`config.mk`:
```
export PLATFORM = sky130hd
export DESIGN_NAME = pga_auto_range
export DESIGN_NICKNAME = d
export VERILOG_FILES = /design/src/rtl/pga_auto_range_pkg.sv /design/src/rtl/pga_chan_stat.sv /design/src/rtl/pga_auto_range.sv
export SDC_FILE = /design/constraint.sdc
export NUM_CORES = 1
export LEC_CHECK = 0
export CORE_ASPECT_RATIO = 2
export CORE_MARGIN = 4
export CORE_UTILIZATION = 41
export CTS_CLUSTER_SIZE = 12
export DETAILED_ROUTE_END_ITERATION = 10
export MAX_ROUTING_LAYER = met4
export PLACE_DENSITY = 0.66
export SLEW_MARGIN = 30
export SYNTH_ARGS = -nofsm -noshare
export SYNTH_HDL_FRONTEND = slang
export SYNTH_SLANG_ARGS = --single-unit
```
`constraint.sdc`:
```
create_clock -name CLK -period 2 [get_ports CLK]
set_input_delay 0.2 -clock CLK [delete_from_list [all_inputs] [get_ports CLK]]
set_output_delay 0.2 -clock CLK [all_outputs]
set_load 0.02 [all_outputs]
```
`src/rtl/pga_auto_range_pkg.sv`:
```
// rtl/pga_auto_range_pkg.sv - shared gain codes, command tag and FSM encoding for the PGA auto-ranger
package pga_auto_range_pkg;

    // PGA gain codes, lowest to highest gain
    localparam logic [2:0] GAIN_0P08X = 3'd0;
    localparam logic [2:0] GAIN_0P16X = 3'd1;
    localparam logic [2:0] GAIN_0P32X = 3'd2;
    localparam logic [2:0] GAIN_0P63X = 3'd3;
    localparam logic [2:0] GAIN_1P26X = 3'd4;
    localparam logic [2:0] GAIN_2P52X = 3'd5;
    localparam logic [2:0] GAIN_5X    = 3'd6;
    localparam logic [2:0] GAIN_10X   = 3'd7;

    // Low byte of every gain-set command sent to the PGA controller
    localparam logic [7:0] GAIN_CMD_TAG = 8'h05;

    typedef enum logic [2:0] {
        ST_IDLE   = 3'd0,
        ST_WINDOW = 3'd1,
        ST_DECIDE = 3'd2,
        ST_ISSUE  = 3'd3,
        ST_SETTLE = 3'd4
    } state_t;

    // Pack both channel gains into the controller command word
    function automatic logic [15:0] gain_cmd(input logic [2:0] g1, input logic [2:0] g2);
        return {1'b0, g1, 1'b0, g2, GAIN_CMD_TAG};
    endfunction

endpackage

```
`src/rtl/pga_chan_stat.sv`:
```
// rtl/pga_chan_stat.sv - per-channel overflow counter, peak tracker and gain step decision
module pga_chan_stat #(
    parameter logic [7:0]  OVF_THR = 8'd4,
    parameter logic [13:0] LOW_THR = 14'd2048
) (
    input  logic        CLK,
    input  logic        RST,
    input  logic        clear_i,
    input  logic        sample_i,
    input  logic [13:0] ad_i,
    input  logic        otr_i,
    input  logic [2:0]  gain_i,
    output logic [2:0]  gain_next_o,
    output logic        changed_o
);

    logic [7:0]  ovf_q, ovf_d;
    logic [13:0] peak_q, peak_d;
    logic [13:0] mag;

    // Magnitude of the sample; -8192 has no positive twin and clips to 8191
    always_comb begin
        mag = ad_i;
        if (ad_i == 14'h2000)
            mag = 14'd8191;
        else if (ad_i[13])
            mag = ~ad_i + 14'd1;
    end

    // Window statistics: saturating overflow count and running peak
    always_comb begin
        ovf_d  = ovf_q;
        peak_d = peak_q;
        if (clear_i) begin
            ovf_d  = '0;
            peak_d = '0;
        end else if (sample_i) begin
            if (otr_i && (ovf_q != 8'hFF))
                ovf_d = ovf_q + 8'd1;
            if (mag > peak_q)
                peak_d = mag;
        end
    end

    // Statistics registers
    always_ff @(posedge CLK or negedge RST) begin
        if (!RST) begin
            ovf_q  <= '0;
            peak_q <= '0;
        end else begin
            ovf_q  <= ovf_d;
            peak_q <= peak_d;
        end
    end

    // Step decision from the completed window: overflow wins over low level
    always_comb begin
        gain_next_o = gain_i;
        if (ovf_q >= OVF_THR) begin
            if (gain_i != 3'd0)
                gain_next_o = gain_i - 3'd1;
        end else if (peak_q < LOW_THR) begin
            if (gain_i != 3'd7)
                gain_next_o = gain_i + 3'd1;
        end
        changed_o = (gain_next_o != gain_i);
    end

endmodule

```
`src/rtl/pga_auto_range.sv`:
```
// rtl/pga_auto_range.sv - two-channel PGA auto-ranging controller with manual host override
module pga_auto_range
    import pga_auto_range_pkg::*;
#(
    parameter logic [7:0]  OVF_THR    = 8'd4,
    parameter logic [13:0] LOW_THR    = 14'd2048,
    parameter logic [15:0] SETTLE_CYC = 16'd64,
    parameter logic [2:0]  INIT_GAIN  = 3'b011
) (
    input  logic        CLK,
    input  logic        RST,
    input  logic        AutoEn,
    input  logic        WinStart,
    input  logic        WinEnd,
    input  logic        ADValid,
    input  logic [13:0] AD1,
    input  logic [13:0] AD2,
    input  logic        ADOtr1,
    input  logic        ADOtr2,
    input  logic        HostTrig,
    input  logic [15:0] HostCmd,
    output logic [15:0] GainCmd,
    output logic        GainTrig,
    output logic [2:0]  Gain1,
    output logic [2:0]  Gain2,
    output logic        Busy
);

    state_t      state_q, state_d;
    logic [2:0]  gain1_q, gain1_d, gain2_q, gain2_d;
    logic [15:0] cmd_q, cmd_d;
    logic        trig_q, trig_d;
    logic [15:0] settle_q, settle_d;
    logic        window_clear, sample_en;
    logic [2:0]  next1, next2;
    logic        chg1, chg2;
    logic        host_cmd_unused;

    // Only the two gain fields of the host command are meaningful
    assign host_cmd_unused = ^{HostCmd[15], HostCmd[11], HostCmd[7:0]};

    assign sample_en = (state_q == ST_WINDOW) && ADValid;

    pga_chan_stat #(.OVF_THR(OVF_THR), .LOW_THR(LOW_THR)) u_ch1 (
        .CLK(CLK), .RST(RST), .clear_i(window_clear), .sample_i(sample_en),
        .ad_i(AD1), .otr_i(ADOtr1), .gain_i(gain1_q),
        .gain_next_o(next1), .changed_o(chg1)
    );

    pga_chan_stat #(.OVF_THR(OVF_THR), .LOW_THR(LOW_THR)) u_ch2 (
        .CLK(CLK), .RST(RST), .clear_i(window_clear), .sample_i(sample_en),
        .ad_i(AD2), .otr_i(ADOtr2), .gain_i(gain2_q),
        .gain_next_o(next2), .changed_o(chg2)
    );

    // Next state; a host load pre-empts every automatic transition
    always_comb begin
        state_d      = state_q;
        gain1_d      = gain1_q;
        gain2_d      = gain2_q;
        cmd_d        = cmd_q;
        trig_d       = 1'b0;
        settle_d     = settle_q;
        window_clear = 1'b0;
        if (HostTrig) begin
            gain1_d  = HostCmd[14:12];
            gain2_d  = HostCmd[10:8];
            cmd_d    = gain_cmd(HostCmd[14:12], HostCmd[10:8]);
            trig_d   = 1'b1;
            settle_d = '0;
            state_d  = ST_SETTLE;
        end else begin
            case (state_q)
                ST_IDLE: begin
                    if (WinStart && AutoEn) begin
                        window_clear = 1'b1;
                        state_d      = ST_WINDOW;
                    end
                end
                ST_WINDOW: begin
                    if (!AutoEn)
                        state_d = ST_IDLE;
                    else if (WinEnd)
                        state_d = ST_DECIDE;
                end
                ST_DECIDE: begin
                    if (chg1 || chg2) begin
                        gain1_d = next1;
                        gain2_d = next2;
                        cmd_d   = gain_cmd(next1, next2);
                        trig_d  = 1'b1;
                        state_d = ST_ISSUE;
                    end else begin
                        state_d = ST_IDLE;
                    end
                end
                ST_ISSUE: begin
                    settle_d = '0;
                    state_d  = ST_SETTLE;
                end
                ST_SETTLE: begin
                    if (({1'b0, settle_q} + 17'd1) >= {1'b0, SETTLE_CYC})
                        state_d = ST_IDLE;
                    else
                        settle_d = settle_q + 16'd1;
                end
                default: state_d = ST_IDLE;
            endcase
        end
    end

    // State, gain and command registers
    always_ff @(posedge CLK or negedge RST) begin
        if (!RST) begin
            state_q  <= ST_IDLE;
            gain1_q  <= INIT_GAIN;
            gain2_q  <= INIT_GAIN;
            cmd_q    <= gain_cmd(INIT_GAIN, INIT_GAIN);
            trig_q   <= 1'b0;
            settle_q <= '0;
        end else begin
            state_q  <= state_d;
            gain1_q  <= gain1_d;
            gain2_q  <= gain2_d;
            cmd_q    <= cmd_d;
            trig_q   <= trig_d;
            settle_q <= settle_d;
        end
    end

    assign GainCmd  = cmd_q;
    assign GainTrig = trig_q;
    assign Gain1    = gain1_q;
    assign Gain2    = gain2_q;
    assign Busy     = (state_q != ST_IDLE);

endmodule

```
==> results.cfg <==
[synth]
yosys_warnings = 0
synth.avg_cell_area_um2 = 8.71
syn_area_um2 = 5150
synth_top_cell_area_share_pct = 32.1
ys_async_sr_fraction_pct = 100
syn_inst = 591
synth_area_leader_cell = dfrtp_1
ys_seq_elements = 70
synth_area_leaders = dfrtp_1 32%, ha_1 10%, mux2_2 5.9%
ys_seq_area_share_pct = 34.1
synth_edf_count = 0
ys_types = 60
synthFlopType = dfrtp_1

[worst_setup_path]
r2r_slack_ns = -0.19
crit_type = input pin to flop
end_kind = flop
cp_top_family = simple AND/OR/NAND/NOR gates
critPathRequiredTime_ns = 2.21
rr_worst_depth = 9
startpoint = AD1[1]
worstPathCellList = buf_12, inv_12, ha_4, nand2b_4, or4_4, nand2b_4, or3b_4, o211ai_4, ha_4, nor2b_4, o211ai_1, a21boi_1, o211ai_1, a211o_1, buf_6, mux2_4
worst-path-max-fanout = 7
r2r_start = u_ch2.peak_q[9]
max_stage_delay_ns = 0.49
critPathLaunchType = input pin
worst-path-buf-inv = 3
critPathSlowestCell = or4_4
arrival_ns = 3.20
r2r_end = u_ch2.peak_q[1]

[sta]
clock.fmax_ghz = 0.335
worst_hold_slack_ns = 0.369
skew_ns = 0.00846
final.period_utilization_pct = 149
setup_viol = 44
timing.slew.headroom_pct = 61.2
period_minus_slack_ns = 2.99
worst_pin_slew_ns = 0.573
rsz0062_at_grt = yes
drv_slew = 0
final-hold-violation-count = 0
fin_ws_ns = -0.985

[place]
gp_congestion = 0.863
numPortBuffers = 56
placed_cell_area_um2 = 6740
placed_cells = 875
hpwl_mm = 10.0

[clocking]
cts_num_sinks = 70
clkTransAtPathRegs_ns = 0.06
insertion_delay_ns = 0.33
cts_tree = built
cts_made_buffers = 9
cts-htree-levels = 3
cts_buffer_depth = 2
cts-root-buf = clkbuf_16

[die]
die-area_um2 = 14500
core_um2 = 12200
pin_count = 77
die_h_um = 166
die_w_um = 87.2
start_util_pct = 42.2
rows = 57

[detailed_routing]
routed-wl-met3_um = 423
dr_total_vias = 4931
wl_met1_mm = 5.24
met2WireLength_mm = 8.10
drtIter0Drc = 193
remaining_drc_errors = 0
viasPerCell = 5.34
wl_per_cell_um = 15.4
wl_mm = 14.2
ant_nets = 0
drt_pass1_iterations = 4
top_layer = met4

[finish]
antennaDiodeCount = 0
nNetsFinal = 867
areaGrowthSynthToFinish_pct = 53.4
postLayoutCoreUtil_pct = 64.7
final_cell_mix = 116 x buf_4, 70 x nor2_1, 66 x dfrtp_1
stdcell_area_um2 = 7900
layout_commonest_cell = buf_4
finalNonFillerCells = 924
drive_above_1_share_pct = 39.0

[global_route]
grt-ovfl-total = 0
antenna_found_initial = 0
grt_usage_pct = 20.3
grt_pass1_vias = 5292
grt_start_max_net_pins = 43
grt_pass1_wl_mm = 23.4

[flow_run]
cap_violations = 0

[power_and_ir_drop]
p_leak_nw = 3.81
finalPower_w = 0.00416
p_per_area_nw_per_um2 = 527
max-vdd-ir-drop_v = 0.000532

[run_status]
failed_checks = setup timing
status = finished with violations

[worst_hold_path]
hold_class = input pin to asynchronous set/reset pin
==> cell type report <==
type                            instances  area [µm²]
Fill cell                             974        4300
Multi-Input combinational cell        452        3780
Sequential cell                        70        1760
Timing Repair Buffer                  194        1680
Clock buffer                           13         270
Inverter                               46         203
Tap cell                              147         184
Clock inverter                          2        16.3
==> how the worst max path moves through the flow <==
stage                     cells after the start  slack, ns          endpoint
final                                        16      -0.99   u_ch1.peak_q[1]
after global routing                         14      -1.10   u_ch1.peak_q[7]
after CTS                                    16      -1.07  u_ch1.peak_q[12]
after detailed placement                     16      -1.93  u_ch1.peak_q[12]
after global placement                       16      -1.81   u_ch1.peak_q[8]
after floorplan                              16      -1.13  u_ch1.peak_q[10]
==> logic make-up after synthesis <==
| logic type | Yosys count | share of synthesized area, % |
|---|---|---|
| compound gates | 92 | 12.3 |
| xor+xnor | 32 | 5.44 |
| other cells | 2 | 0.146 |
| mux | 36 | 7.66 |
| simple gates | 241 | 23.3 |
| fa+ha+maj | 41 | 9.97 |
| flops | 70 | 34.1 |
| buf+inv | 77 | 7.05 |
==> what timing repair did <==
item | CTS | global route
buffers inserted | 22 | 13
hold endpoints to repair | 17 | 0
hold buffers | 1 | 0
gates resized for setup | 125 | 90
setup endpoints to repair | 48 | 50
gates cloned | 1 | 1
pin swaps | 45 | 71
==> cell usage after synthesis, drive strengths merged, types with 2 or more instances <==
master and count:
a2111oi 2, a211o 5, a211oi 5, a21bo 2, a21boi 5, a21o 2, a21oi 18, a221o 4
a31oi 4, a32oi 2, and2 11, and3 12, buf 24, clkbuf 7, conb 2, dfrtp 66
dfstp 4, ha 41, inv 46, mux2 27, mux2i 9, nand2 53, nand2b 7, nand3 19
nand4 11, nor2 74, nor2b 6, nor3 11, nor4 8, nor4b 3, o211ai 7, o21a 3
o21ai 21, o22ai 2, o31ai 5, or3 14, or4 4, xnor2 12, xor2 20
==> worst register-to-register path: stages (launching register included) <==
cell,delay (ns)
dfrtp_1,0.36
inv_1,0.11
ha_4,0.22
a211oi_2,0.16
o21ai_1,0.11
a221o_1,0.35
a21oi_2,0.12
a211o_1,0.19
buf_6,0.17
mux2_4,0.31
==> flip-flops by register name, summed over array words and instances, names as in the netlist <==
name	cells
settle_q	16
u_ch1.peak_q	14
u_ch2.peak_q	14
u_ch1.ovf_q	8
u_ch2.ovf_q	8
state_q	3
Gain1	2
Gain2	2
GainCmd	2
GainTrig	1
==> where the power goes <==
part           internal [W]  switching, W  total [W]  leakage, nW
Sequential          0.00150     0.0000465    0.00154        0.847
Combinational      0.000569      0.000527    0.00110         2.83
Clock              0.000936      0.000584    0.00152        0.138
==> per-layer routing <==
layer,up-vias,GRT usage [%]
met2,90,38.1
li1,2408,-
met3,37,3.26
met4,0,8.22
met5,-,-
met1,2396,20.0
==> per-stage QoR <==
| step | TNS [ns] | setup slack (ns) |
|---|---|---|
| after CTS | -26.50 | -1.07 |
| after global placement | -49.30 | -1.81 |
| final | -24.28 | -0.985 |
| after floorplan | -27.57 | -1.13 |
| after global routing | -29.03 | -1.10 |
| after detailed placement | -51.12 | -1.93 |
(Power assumes the default switching activity.)
